### src/rtl/d_hazard_scoreboard_pkg.sv
// Shared constants for the decode-stage hazard scoreboard.
package d_hazard_scoreboard_pkg;

   localparam int unsigned REG_W = 5;
   localparam logic [REG_W-1:0] REG_ZERO = '0;

   // Forwarding select codes: 0 = register file, k = pipeline stage k
   localparam int unsigned FWD_SEL_GRF = 0;
   localparam int unsigned FWD_SEL_E   = 1;
   localparam int unsigned FWD_SEL_M   = 2;
   localparam int unsigned FWD_SEL_W   = 3;

   // Default multiply/divide unit busy latencies
   localparam int unsigned MULT_CYCLES_DEF = 5;
   localparam int unsigned DIV_CYCLES_DEF  = 10;

   // Width of a forwarding select able to name every tracked stage plus the GRF
   function automatic int unsigned fwd_width(input int unsigned stages);
      return $clog2(stages + 1);
   endfunction

endpackage

### src/rtl/d_hazard_scoreboard_if.sv
// Decode-stage hazard interface: controller fields in, stall/forward selects out.
interface d_hazard_scoreboard_if
   import d_hazard_scoreboard_pkg::*;
#(
   parameter int unsigned STAGES = 3,
   parameter int unsigned TNEW_W = 2
);

   localparam int unsigned FWD_W = fwd_width(STAGES);

   logic [REG_W-1:0]  d_rs;
   logic [REG_W-1:0]  d_rt;
   logic [TNEW_W-1:0] rs_Tuse;
   logic [TNEW_W-1:0] rt_Tuse;
   logic [REG_W-1:0]  d_WriteReg;
   logic [TNEW_W-1:0] d_Tnew;
   logic              d_isMDU_instr;
   logic              d_mdu_start;
   logic              d_mdu_div;
   logic              stall;
   logic [FWD_W-1:0]  Forward_rs_D;
   logic [FWD_W-1:0]  Forward_rt_D;
   logic              mdu_busy;

   modport master (
      output d_rs, d_rt, rs_Tuse, rt_Tuse, d_WriteReg, d_Tnew,
             d_isMDU_instr, d_mdu_start, d_mdu_div,
      input  stall, Forward_rs_D, Forward_rt_D, mdu_busy
   );

   modport slave (
      input  d_rs, d_rt, rs_Tuse, rt_Tuse, d_WriteReg, d_Tnew,
             d_isMDU_instr, d_mdu_start, d_mdu_div,
      output stall, Forward_rs_D, Forward_rt_D, mdu_busy
   );

endinterface

### src/rtl/d_hazard_scoreboard_mdu.sv
// Multiply/divide busy counter: loads the op latency on issue, then counts down.
module d_mdu_busy_counter
   import d_hazard_scoreboard_pkg::*;
#(
   parameter int unsigned MULT_CYCLES = MULT_CYCLES_DEF,
   parameter int unsigned DIV_CYCLES  = DIV_CYCLES_DEF
) (
   input  logic clk,
   input  logic reset,
   input  logic load,
   input  logic div,
   output logic busy
);

   localparam int unsigned MAX_CYCLES = (DIV_CYCLES > MULT_CYCLES) ? DIV_CYCLES : MULT_CYCLES;
   localparam int unsigned CNT_W      = $clog2(MAX_CYCLES + 1);

   logic [CNT_W-1:0] cnt_q;
   logic [CNT_W-1:0] cnt_d;

   // Next count: load latency on issue, else decrement toward zero
   always_comb begin
      cnt_d = cnt_q;
      if (load) begin
         cnt_d = div ? CNT_W'(DIV_CYCLES) : CNT_W'(MULT_CYCLES);
      end else if (cnt_q != '0) begin
         cnt_d = cnt_q - CNT_W'(1);
      end
   end

   // Counter register
   always_ff @(posedge clk) begin
      if (reset) begin
         cnt_q <= '0;
      end else begin
         cnt_q <= cnt_d;
      end
   end

   assign busy = (cnt_q != '0);

endmodule

### src/rtl/d_hazard_scoreboard.sv
// Decode-stage hazard unit: pending-write scoreboard that shifts with the pipe,
// producing forwarding selects, the D-stage stall and the MDU interlock.
module d_hazard_scoreboard
   import d_hazard_scoreboard_pkg::*;
#(
   parameter int unsigned STAGES      = 3,
   parameter int unsigned TNEW_W      = 2,
   parameter int unsigned MULT_CYCLES = MULT_CYCLES_DEF,
   parameter int unsigned DIV_CYCLES  = DIV_CYCLES_DEF
) (
   input  logic                  clk,
   input  logic                  reset,
   d_hazard_scoreboard_if.slave  bus
);

   localparam int unsigned FWD_W = fwd_width(STAGES);

   logic              valid_q [1:STAGES];
   logic              valid_d [1:STAGES];
   logic [REG_W-1:0]  dst_q   [1:STAGES];
   logic [REG_W-1:0]  dst_d   [1:STAGES];
   logic [TNEW_W-1:0] tnew_q  [1:STAGES];
   logic [TNEW_W-1:0] tnew_d  [1:STAGES];

   logic [STAGES:1]   hit_rs;
   logic [STAGES:1]   hit_rt;
   logic              haz_rs;
   logic              haz_rt;
   logic [FWD_W-1:0]  fwd_rs;
   logic [FWD_W-1:0]  fwd_rt;
   logic              mdu_busy;
   logic              mdu_stall;
   logic              stall;

   // Per-stage address match; $0 never matches
   for (genvar k = 1; k <= STAGES; k++) begin : g_match
      assign hit_rs[k] = valid_q[k] && (dst_q[k] == bus.d_rs) && (bus.d_rs != REG_ZERO);
      assign hit_rt[k] = valid_q[k] && (dst_q[k] == bus.d_rt) && (bus.d_rt != REG_ZERO);
   end

   // Nearest matching stage decides: ready -> forward, too late -> hazard
   always_comb begin
      logic found_rs;
      logic found_rt;
      fwd_rs   = FWD_W'(FWD_SEL_GRF);
      fwd_rt   = FWD_W'(FWD_SEL_GRF);
      haz_rs   = 1'b0;
      haz_rt   = 1'b0;
      found_rs = 1'b0;
      found_rt = 1'b0;
      for (int unsigned k = 1; k <= STAGES; k++) begin
         if (!found_rs && hit_rs[k]) begin
            found_rs = 1'b1;
            if (tnew_q[k] == '0) begin
               fwd_rs = FWD_W'(k);
            end else if (tnew_q[k] > bus.rs_Tuse) begin
               haz_rs = 1'b1;
            end
         end
         if (!found_rt && hit_rt[k]) begin
            found_rt = 1'b1;
            if (tnew_q[k] == '0) begin
               fwd_rt = FWD_W'(k);
            end else if (tnew_q[k] > bus.rt_Tuse) begin
               haz_rt = 1'b1;
            end
         end
      end
   end

   assign mdu_stall = bus.d_isMDU_instr & mdu_busy;
   assign stall     = haz_rs | haz_rt | mdu_stall;

   // Scoreboard shift: D enters stage 1 (bubble on stall), older entries age
   always_comb begin
      valid_d[1] = !stall && (bus.d_WriteReg != REG_ZERO);
      dst_d[1]   = stall ? REG_ZERO : bus.d_WriteReg;
      tnew_d[1]  = stall ? '0 : bus.d_Tnew;
      for (int unsigned k = 2; k <= STAGES; k++) begin
         valid_d[k] = valid_q[k-1];
         dst_d[k]   = dst_q[k-1];
         tnew_d[k]  = (tnew_q[k-1] == '0) ? '0 : tnew_q[k-1] - TNEW_W'(1);
      end
   end

   // Scoreboard registers
   always_ff @(posedge clk) begin
      if (reset) begin
         for (int unsigned k = 1; k <= STAGES; k++) begin
            valid_q[k] <= 1'b0;
            dst_q[k]   <= REG_ZERO;
            tnew_q[k]  <= '0;
         end
      end else begin
         for (int unsigned k = 1; k <= STAGES; k++) begin
            valid_q[k] <= valid_d[k];
            dst_q[k]   <= dst_d[k];
            tnew_q[k]  <= tnew_d[k];
         end
      end
   end

   // An MDU op only starts when it actually leaves D
   d_mdu_busy_counter #(
      .MULT_CYCLES (MULT_CYCLES),
      .DIV_CYCLES  (DIV_CYCLES)
   ) u_mdu_cnt (
      .clk   (clk),
      .reset (reset),
      .load  (bus.d_mdu_start & ~stall),
      .div   (bus.d_mdu_div),
      .busy  (mdu_busy)
   );

   assign bus.stall        = stall;
   assign bus.Forward_rs_D = fwd_rs;
   assign bus.Forward_rt_D = fwd_rt;
   assign bus.mdu_busy     = mdu_busy;

endmodule

### src/flat_wrapper.sv
// flat-port wrapper written by rule: the top's interface ports become plain ports
module d_hazard_scoreboard_flat import d_hazard_scoreboard_pkg::*;
#(
   parameter int unsigned STAGES      = 3,
   parameter int unsigned TNEW_W      = 2,
   parameter int unsigned MULT_CYCLES = MULT_CYCLES_DEF,
   parameter int unsigned DIV_CYCLES  = DIV_CYCLES_DEF
)
  (clk, reset, bus_d_rs, bus_d_rt, bus_rs_Tuse, bus_rt_Tuse, bus_d_WriteReg, bus_d_Tnew, bus_d_isMDU_instr, bus_d_mdu_start, bus_d_mdu_div, bus_stall, bus_Forward_rs_D, bus_Forward_rt_D, bus_mdu_busy);
  d_hazard_scoreboard_if #(.STAGES(STAGES), .TNEW_W(TNEW_W)) bus_i ();
  input  logic clk;
  input  logic reset;
  input wire logic [$bits(bus_i.d_rs)-1:0] bus_d_rs;
  input wire logic [$bits(bus_i.d_rt)-1:0] bus_d_rt;
  input wire logic [$bits(bus_i.rs_Tuse)-1:0] bus_rs_Tuse;
  input wire logic [$bits(bus_i.rt_Tuse)-1:0] bus_rt_Tuse;
  input wire logic [$bits(bus_i.d_WriteReg)-1:0] bus_d_WriteReg;
  input wire logic [$bits(bus_i.d_Tnew)-1:0] bus_d_Tnew;
  input wire logic [$bits(bus_i.d_isMDU_instr)-1:0] bus_d_isMDU_instr;
  input wire logic [$bits(bus_i.d_mdu_start)-1:0] bus_d_mdu_start;
  input wire logic [$bits(bus_i.d_mdu_div)-1:0] bus_d_mdu_div;
  output wire logic [$bits(bus_i.stall)-1:0] bus_stall;
  output wire logic [$bits(bus_i.Forward_rs_D)-1:0] bus_Forward_rs_D;
  output wire logic [$bits(bus_i.Forward_rt_D)-1:0] bus_Forward_rt_D;
  output wire logic [$bits(bus_i.mdu_busy)-1:0] bus_mdu_busy;
  assign bus_i.d_rs = bus_d_rs;
  assign bus_i.d_rt = bus_d_rt;
  assign bus_i.rs_Tuse = bus_rs_Tuse;
  assign bus_i.rt_Tuse = bus_rt_Tuse;
  assign bus_i.d_WriteReg = bus_d_WriteReg;
  assign bus_i.d_Tnew = bus_d_Tnew;
  assign bus_i.d_isMDU_instr = bus_d_isMDU_instr;
  assign bus_i.d_mdu_start = bus_d_mdu_start;
  assign bus_i.d_mdu_div = bus_d_mdu_div;
  assign bus_stall = bus_i.stall;
  assign bus_Forward_rs_D = bus_i.Forward_rs_D;
  assign bus_Forward_rt_D = bus_i.Forward_rt_D;
  assign bus_mdu_busy = bus_i.mdu_busy;
  d_hazard_scoreboard #(.STAGES(STAGES), .TNEW_W(TNEW_W), .MULT_CYCLES(MULT_CYCLES), .DIV_CYCLES(DIV_CYCLES)) u_core (.clk(clk), .reset(reset), .bus(bus_i));
endmodule
### config.mk
export PLATFORM = sky130hd
export DESIGN_NAME = d_hazard_scoreboard_flat
export DESIGN_NICKNAME = d
export VERILOG_FILES = /design/src/rtl/d_hazard_scoreboard_pkg.sv /design/src/rtl/d_hazard_scoreboard_if.sv /design/src/rtl/d_hazard_scoreboard_mdu.sv /design/src/rtl/d_hazard_scoreboard.sv /design/src/flat_wrapper.sv
export SDC_FILE = /design/constraint.sdc
export NUM_CORES = 1
export LEC_CHECK = 0
export BUFFER_PORTS_ARGS = -buffer_cell sky130_fd_sc_hd__buf_2
export CORE_MARGIN = 2
export CORE_UTILIZATION = 40
export DETAILED_ROUTE_END_ITERATION = 10
export SYNTH_ARGS = -nofsm -noshare
export SYNTH_HDL_FRONTEND = slang
export SYNTH_SLANG_ARGS = --single-unit
### constraint.sdc
create_clock -name clk -period 3.1 [get_ports clk]
set_clock_uncertainty 0.05 [all_clocks]
set_input_delay 0.155 -clock clk [delete_from_list [all_inputs] [get_ports clk]]
set_output_delay 0.155 -clock clk [all_outputs]
set_load 0.005 [all_outputs]
# ---- After elaboration in Yosys (flattened, before gate mapping)
# Memory sizes are Yosys's and may differ from the RTL's.
# Cells that the tools add are included.
dict set report word_totals {
  mem_count 3
  reg_bits 4
  mem_bits_rw 24
  input_bits 26
  out_inout_bits 6
  elab_cells 115
}
dict set report op_classes {
  n_addsub 3
  bitwise_logic 14
  n_reduce_logical 30
  eq_ne 6
  order_cmp 6
  muxes 52
}
# memory depth word_bits read_ports rd_ports_with_merged_regs write_ports line_no
set memory_table {}
lappend memory_table {u_core.dst_q 3 5 3 0 3 d_hazard_scoreboard.sv:20} ;# logic [REG_W-1:0] dst_q [1:STAGES];
lappend memory_table {u_core.tnew_q 3 2 3 0 3 d_hazard_scoreboard.sv:22} ;# logic [TNEW_W-1:0] tnew_q [1:STAGES];
lappend memory_table {u_core.valid_q 3 1 3 0 3 d_hazard_scoreboard.sv:18} ;# logic valid_q [1:STAGES];
# cell count
set ops {}
lappend ops {{$eq A5 B5 Y1} 6}
lappend ops {{$mux W1} 30}
lappend ops {{$mux W2} 15}
lappend ops {{$mux W5} 4}
lappend ops {{$logic_and A1 B1 Y1} 17}
lappend ops {{$reduce_bool A5 Y1} 3}
lappend ops {{$gt A2 B2 Y1} 6}
lappend ops {{$mux W4} 3}
lappend ops {{$or A1 B1 Y1} 11}
lappend ops {{$logic_not A2 Y1} 3}
lappend ops {{$logic_not A1 Y1} 5}
lappend ops {{$reduce_bool A4 Y1} 1}
lappend ops {{$sub A2 B1 Y2 const B} 2}
lappend ops {{$sub A4 B1 Y4 const B} 1}
lappend ops {{$and A1 B1 Y1} 2}
lappend ops {{$reduce_bool A2 Y1} 1}
lappend ops {{$not A1 Y1} 1}

# ---- Depth between registers and ports, before layout
# Gate-level depths: netlist (run 1).
# An unclocked memory read counts as a cell.
dict set report depth {
  depth_word 16
  ltp_mapped 9
  mapped_depth_nobuf 8
}

# ---- Cells and area by module
# From an unflattened synthesis (run 1), not the netlist that was laid out.
dict set report unflattened {
  cells_unflattened 199
  hier_area_um2 1841.8
}
# mod area_each_um2 cells_each seq_area_each_um2 instances
set by_module_without_submodules {}
lappend by_module_without_submodules {d_hazard_scoreboard 1609.0 173 480.5 1}
lappend by_module_without_submodules {d_mdu_busy_counter 232.7 26 80.1 1}

# ---- Worst setup path after synthesis (run 1)
# OpenSTA, ideal clock, no wires.
dict set report synth_path {
  kind {reg2reg}
  start {reg u_core.u_mdu_cnt.cnt_q[0]}
  end {reg u_core.u_mdu_cnt.cnt_q[0]}
  required_time_ns 2.927
  slack_ns 0.826
  path_stages_with_launch 10
  period_less_slack_ns 2.274
  t_arrival_ns 2.100
  path_buffers 1
  setup_ns 0.123
  path_cell_list {dfxtp_1 > inv_1 > ha_1 > or3b_2 > clkbuf_1 > nand2_1 > o31ai_1 > a21o_1 > nor4_4 > mux2_1}
}
dict set report synth_between {
  elab_chain_len 6
  elab_cells_between_ends 9
  cone_classes {add/sub: 1; mux: 2; bitwise: 4; reduce/logical: 2}
}
# element line_no
set synth_rtl {}
lappend synth_rtl {{from (decl)} d_hazard_scoreboard_mdu.sv:18} ;# logic [CNT_W-1:0] cnt_q;
lappend synth_rtl {{from (signal assigned)} d_hazard_scoreboard_mdu.sv:36} ;# cnt_q <= cnt_d;
lappend synth_rtl {{$reduce_bool A4 Y1 (*)} d_hazard_scoreboard_mdu.sv:40} ;# assign busy = (cnt_q != '0);
lappend synth_rtl {{net bus_mdu_busy} flat_wrapper.sv:25} ;# output wire logic [$bits(bus_i.mdu_busy)-1:0] bus_mdu_busy;
lappend synth_rtl {{$and A1 B1 Y1} d_hazard_scoreboard.sv:71} ;# assign mdu_stall = bus.d_isMDU_instr & mdu_busy;
lappend synth_rtl {{$or A1 B1 Y1} d_hazard_scoreboard.sv:72} ;# assign stall = haz_rs | haz_rt | mdu_stall;
lappend synth_rtl {{$not A1 Y1} d_hazard_scoreboard.sv:110} ;# .load (bus.d_mdu_start & ~stall),
lappend synth_rtl {{$and A1 B1 Y1} d_hazard_scoreboard.sv:110}
lappend synth_rtl {{$mux W4 or $reduce_bool A2 Y1 (tied branches)} -}
# The timed path passes the listed nets; every way through them passes the cells marked *. The select of a mux whose other input is x is not followed.
# A chain may end at the register's enable or synchronous reset.

==> run metrics, run 1 <==
number of I/O port buffers 31; DRC 0; routed via count 1,413; placer congestion estimate 0.839; Worst Reg-to-Reg Cells 6; Data required, critical path 2890 ps; Cell Rows 24; initial drt markers 40; reg-to-reg slack, setup 720 ps; Nets 264; Ant. Diodes 0; Tot GR Track Use 16.3%; syn_nets 232; Initial Util 40.7%; #FFs+latches synth 28; HP Start bus_d_Tnew[0]; type of the worst min-delay path in2reg; crit path kind reg2out; vias in the first global route 1,305; Power Dens Cells 575 nW/um2; final WL 3.83 mm; worst r2r dst u_core.u_mdu_cnt.cnt_q[3]$_SDFFE_PP0P_; GRT overflow 0; Final Cell Area 2030 um2; Post-Synthesis Cells 190; largest net degree at the start of global routing 24; Final ANT Viol Nets 0; CTS resizes 0; worst-path fanout max 5; H-tree Lvls 1; CTS tree built; DP Area 1960 um2; first-pass GRT wire length 6.28 mm; min Tclk post-route 2500 ps; Syn Area/Cell 9.21 um2; Worst VDD drop 0.000256 V; initial antenna violation count 0; leakage power 0.000865 uW; cell count after placement 269; non-filler cells in the finished layout 273; Final setup viols 0; unrepaired setup endpoints after global routing false; max incr delay on CP 460 ps; CTS Root Cell clkbuf_8; Slew @ Worst Pin 633 ps; max cap viols 0; delay-heaviest family, CP simple AND/OR/NAND/NOR gates; CP cell instances xnor2_1, nand4_1, nor3_1, o32ai_1, or3_1, buf_2; Hold Buf Count CTS 0; Core ar. 4290 um2; setup bufs post-CTS 0; slowest CP cell nor3_1; Critical Path AT 2290 ps; WP depth 6; cts bufs inserted 3; clock slew at reported path FFs 90 ps; Worst Hold Path EP u_core.tnew_q[0][2]$_SDFF_PP0_; share of cells above drive strength 1 19.0%; setup_tns 0 ps; post-synthesis sequential area ratio 32.0%; Hold Crit Depth 2; worst rel slew slack 57.6%; worst skew pair latency 280 ps; CP Launch Type flop; Area Growth Syn to Fin 16.0%; status finished, final reports clean; Post-DP HPWL 3.11 mm; final hold slack 26.5 ps; synth warn 0; vias per cell 5.18; Ports 32; Buf/Inv on CP 1; die area 4920 um2; synth unique cells 36; Max Transition Viols Final 0; clk buf depth 2; r2r startpoint u_core.dst_q[0][6]$_SDFF_PP0_; die height 70.1 um; Final Hold Viols 0; fmax 401 MHz; DR WL/cell 14.0 um; crit share post-route 80.5%; Sink Count 28; Critical Path Sink Type output pin; synthesized area 1750 um2; DIE WIDTH 70.1 um; Pre-antenna DRT Iters 4
==> cell usage after synthesis (all sizes together) <==
library cell	n	area (um2)
nor4	5	52.6
o211a	2	20.0
nor2	8	32.5
a221oi	2	17.5
nand2	7	26.3
o22ai	1	12.5
nand4	4	25.0
ha	16	200
inv	14	52.6
xor2	9	78.8
or3b	1	8.76
a211o	1	8.76
a211oi	2	15.0
o211ai	3	22.5
o21bai	1	7.51
nand2b	2	12.5
o21ai	4	20.0
xnor2	23	201
o32ai	1	8.76
or3	2	12.5
clkbuf	5	18.8
and2	7	43.8
nor3	6	30.0
o31ai	3	22.5
or4	4	33.8
a21oi	5	25.0
a21o	2	15.0
dfxtp	28	561
nor2b	16	100
a2111o	1	11.3
o21a	1	7.51
mux2	4	45.0
==> per-stage QoR <==
step           setup slack, ps  total power [uW]  utilization, %
3_5_place_dp               615               889            45.6
4_1_cts                    595              1180            47.3
5_1_grt                    419              1260            47.3
2_1_floorplan              826               778               -
6_report                   603              1170            47.3
3_3_place_gp               632               886            45.6
==> registers in the layout, indices dropped and copies added (netlist names) <==
signal	count
u_core.dst_q	15
u_core.tnew_q	6
u_core.u_mdu_cnt.cnt_q	4
u_core.valid_q	3
==> worst max path at each step <==
stage               slack (ps)                                endpoint                              startpoint
global route               420                               bus_stall           u_core.dst_q[0][6]$_SDFF_PP0_
finish                     600                               bus_stall           u_core.dst_q[0][6]$_SDFF_PP0_
CTS                        590                               bus_stall  u_core.u_mdu_cnt.cnt_q[0]$_SDFFE_PP0P_
detailed placement         620  u_core.u_mdu_cnt.cnt_q[3]$_SDFFE_PP0P_                             bus_d_rs[1]
floorplan                  830  u_core.u_mdu_cnt.cnt_q[0]$_SDFFE_PP0P_  u_core.u_mdu_cnt.cnt_q[0]$_SDFFE_PP0P_
global placement           630  u_core.u_mdu_cnt.cnt_q[0]$_SDFFE_PP0P_                             bus_d_rs[1]
==> layer usage <==
metal,GRT usage (%),up-vias,share of wire [%]
met3,2.16,5,2.8
met4,5.13,0,1.3
met5,0,-,0
li1,-,727,-
met1,20.8,654,47
met2,28.6,27,49
==> layout make-up <==
class                      count  area (um2)
tap                           52        65.1
timing repair buffer          32         163
inverter                      14        52.6
sequential                    28         561
clock inverter                 1        30.0
fill                         429        2260
multi-input combinational    143        1120
clock buffer                   3        41.3
==> cells by family (layout without fill, tap and decap cells) <==
family | Yosys count | in the layout | share of synthesized area (%)
simple gates | 62 | 62 | 21.6
xor+xnor | 32 | 32 | 16.0
compound gates | 29 | 29 | 12.2
flops | 28 | 28 | 32.0
buf+inv | 19 | 50 | 4.08
fa+ha+maj | 16 | 16 | 11.4
mux | 4 | 4 | 2.57
==> placed cells by master, fill, tap and decap left out, types with 5 or more instances in the layout <==
cell,n
buf_2,31
dfxtp_1,28
xnor2_1,23
nor2b_1,16
ha_1,16
inv_1,14
xor2_1,9
nand2_1,7
nor2_1,7
and2_1,7
nor3_1,6
a21oi_1,5
==> power breakdown <==
group / total, uW / switching, uW / internal (uW)
clock network: 288 / 114 / 173
registers: 472 / 51.6 / 420
logic: 407 / 204 / 203
Note: power is estimated with default switching activity, not from simulation.
==> run 2: changes to the inputs <==
==> constraint.sdc (replaced) <==
create_clock -name clk -period 2.4 [get_ports clk]
set_clock_uncertainty 0.05 [all_clocks]
set_input_delay 0.12 -clock clk [delete_from_list [all_inputs] [get_ports clk]]
set_output_delay 0.12 -clock clk [all_outputs]
set_load 0.005 [all_outputs]
==> run 2 against run 1 <==
Against the previous run: wire length rose by 4.7%; clock power grew 28%; utilization is 3.4 points higher; combinational power is 48% higher; clock-buffer cell count is the same; critical endpoint is now bus_Forward_rt_D[1]; hold slack worse by 18 ps.
==> run metrics, run 2 (synthesized netlist as in run 1, its figures left out) <==
CTS tree built; CP Launch Type input port; die area 4920 um2 (unchanged); max reg flops 15 (unchanged); die height 70.1 um (unchanged); Reg area 562 um2 (+0.22%); crit path kind in2out; largest net degree at the start of global routing 24 (unchanged); Power Dens Cells 729 nW/um2 (+27%); Pre-antenna DRT Iters 4 (unchanged); clk buf depth 2 (unchanged); DP Area 1980 um2 (+1.2%); Filler cells 416 (-3.0%); CP most frequent cell buf_2; worst skew pair latency 270 ps (about the same); delay-heaviest family, CP simple AND/OR/NAND/NOR gates; Critical Path AT 2160 ps (-130 ps); H-tree Lvls 1 (unchanged); DRC 0 (unchanged); Cell Rows 24 (unchanged); Final Cell Area 2180 um2 (+7.3%); most frequent cells in the layout 31 x buf_2, 27 x dfxtp_1, 23 x xnor2_1, 16 x nor2b_1, 15 x ha_1; Initial Util 40.7% (unchanged); Nets 274 (+3.8%); cell count after placement 272 (+1.1%); routed via count 1,419 (+0.42%); commonest non-fill, non-tap cell in the layout buf_2; Top reg by flops u_core.dst_q; final core occ 50.7% (+3.4 points); Critical Path Sink Type output pin; Sink Count 28 (unchanged); Post-DP HPWL 3.16 mm (+1.3%); Final Hold Viols 0 (unchanged); fmax 430 MHz; DR WL/cell 14.1 um (+0.98%); Max Transition Viols Final 0 (unchanged); Buf/Inv on CP 2 (+1); type of the worst min-delay path in2reg; initial drt markers 52 (+30%); final WL 4.00 mm (+4.7%); slowest CP cell or4_4; max cap viols 0 (unchanged); final hold slack 8.57 ps (-17.9 ps); CTS Root Cell clkbuf_8; Slew @ Worst Pin 501 ps (-133 ps); GRT overflow 0 (unchanged); Ant. Diodes 0 (unchanged); DIE WIDTH 70.1 um (unchanged); share of cells above drive strength 1 23.4% (+4.4 points); Ports 32 (unchanged); Worst VDD drop 0.000317 V (+24%); placer congestion estimate 0.841 (+0.30%); biggest regs u_core.dst_q: 15 flops, u_core.tnew_q: 6 flops, u_core.u_mdu_cnt.cnt_q: 4 flops; worst rel slew slack 66.4% (+8.7 points); Final setup viols 0 (unchanged); crit share post-route 97.0%; Final ANT Viol Nets 0 (unchanged); vias per cell 5.01 (-3.1%); area taken by multi-input logic gates 1180 um2 (+5.3%); max incr delay on CP 520 ps (+60 ps); number of I/O port buffers 31 (unchanged); vias in the first global route 1,393 (+6.7%); Tot GR Track Use 16.8% (+0.49 points); status finished, final reports clean; CP cell instances buf_2, or4_4, o211a_1, a2111o_1, or4_1, o31ai_1, buf_2; non-filler cells in the finished layout 283 (+3.7%); cts bufs inserted 3 (unchanged); Core ar. 4290 um2 (unchanged); Data required, critical path 2230 ps (-660 ps); worst-path fanout max 4 (-1); first-pass GRT wire length 6.55 mm (+4.3%); leakage power 0.000912 uW (+5.5%); clock slew at reported path FFs 100 ps (about the same); min Tclk post-route 2330 ps; initial antenna violation count 0 (unchanged); Area Growth Syn to Fin 24.5%
run 2: cell count changes in the layout (fill, tap and decap cells not counted), sizes merged:
| cell | before | now |
|---|---|---|
| buf | 32 | 37 |
| dlygate4sd3 | 0 | 5 |
run 2: power by group:
group / internal (uW) / leakage, uW / switching, uW / total (uW)
clock network: 223 / 0.0000357 / 146 / 369
registers: 545 / 0.000230 / 70.6 / 615
logic: 317 / 0.000646 / 286 / 602
total: 1080 / 0.000912 / 502 / 1590
run 2: layout make-up:
cell class / count / share of cell area, %
clock buffer: 3 / 1.90
multi-input combinational: 143 / 54.0
clock inverter: 1 / 1.38
tap: 52 / 2.99
inverter: 14 / 2.41
sequential: 28 / 25.8
timing repair buffer: 42 / 11.5
run 2: routing by layer:
layer	track usage, %	wire [um]
met5	0	0
met4	3.21	17
met3	2.31	133
met2	30.8	1990
met1	21.1	1860
run 2: worst paths after layout:
check                                 startpoint                                      to  slack [ps]  cells after the start
setup / recovery                     bus_d_rt[4]                     bus_Forward_rt_D[1]          70                      7
hold / removal                 bus_d_WriteReg[1]           u_core.dst_q[0][6]$_SDFF_PP0_           9                      2
setup reg to reg   u_core.dst_q[0][6]$_SDFF_PP0_  u_core.u_mdu_cnt.cnt_q[0]$_SDFFE_PP0P_         160                      7
hold reg to reg   u_core.tnew_q[0][4]$_SDFF_PP0_          u_core.tnew_q[0][6]$_SDFF_PP0_         380                      1
run 2: what timing repair did:
action,in CTS,in global routing
setup endpoints to repair,9,10
gates resized for setup,3,8
hold buffers,5,0
pin swaps,0,3
setup buffers,0,2
cloned,0,0
endpoints found under the hold margin,5,0
run 2: stage by stage:
stage / setup TNS [ps] / total power [uW] / setup slack [ps]
floorplan: 0 / 1010 / 126
global placement: 0 / 1170 / 34.3
detailed placement: -13.1 / 1180 / -8.65
CTS: 0 / 1560 / 3.26
global route: -25.2 / 1710 / -25.2
finish: 0 / 1590 / 72.9
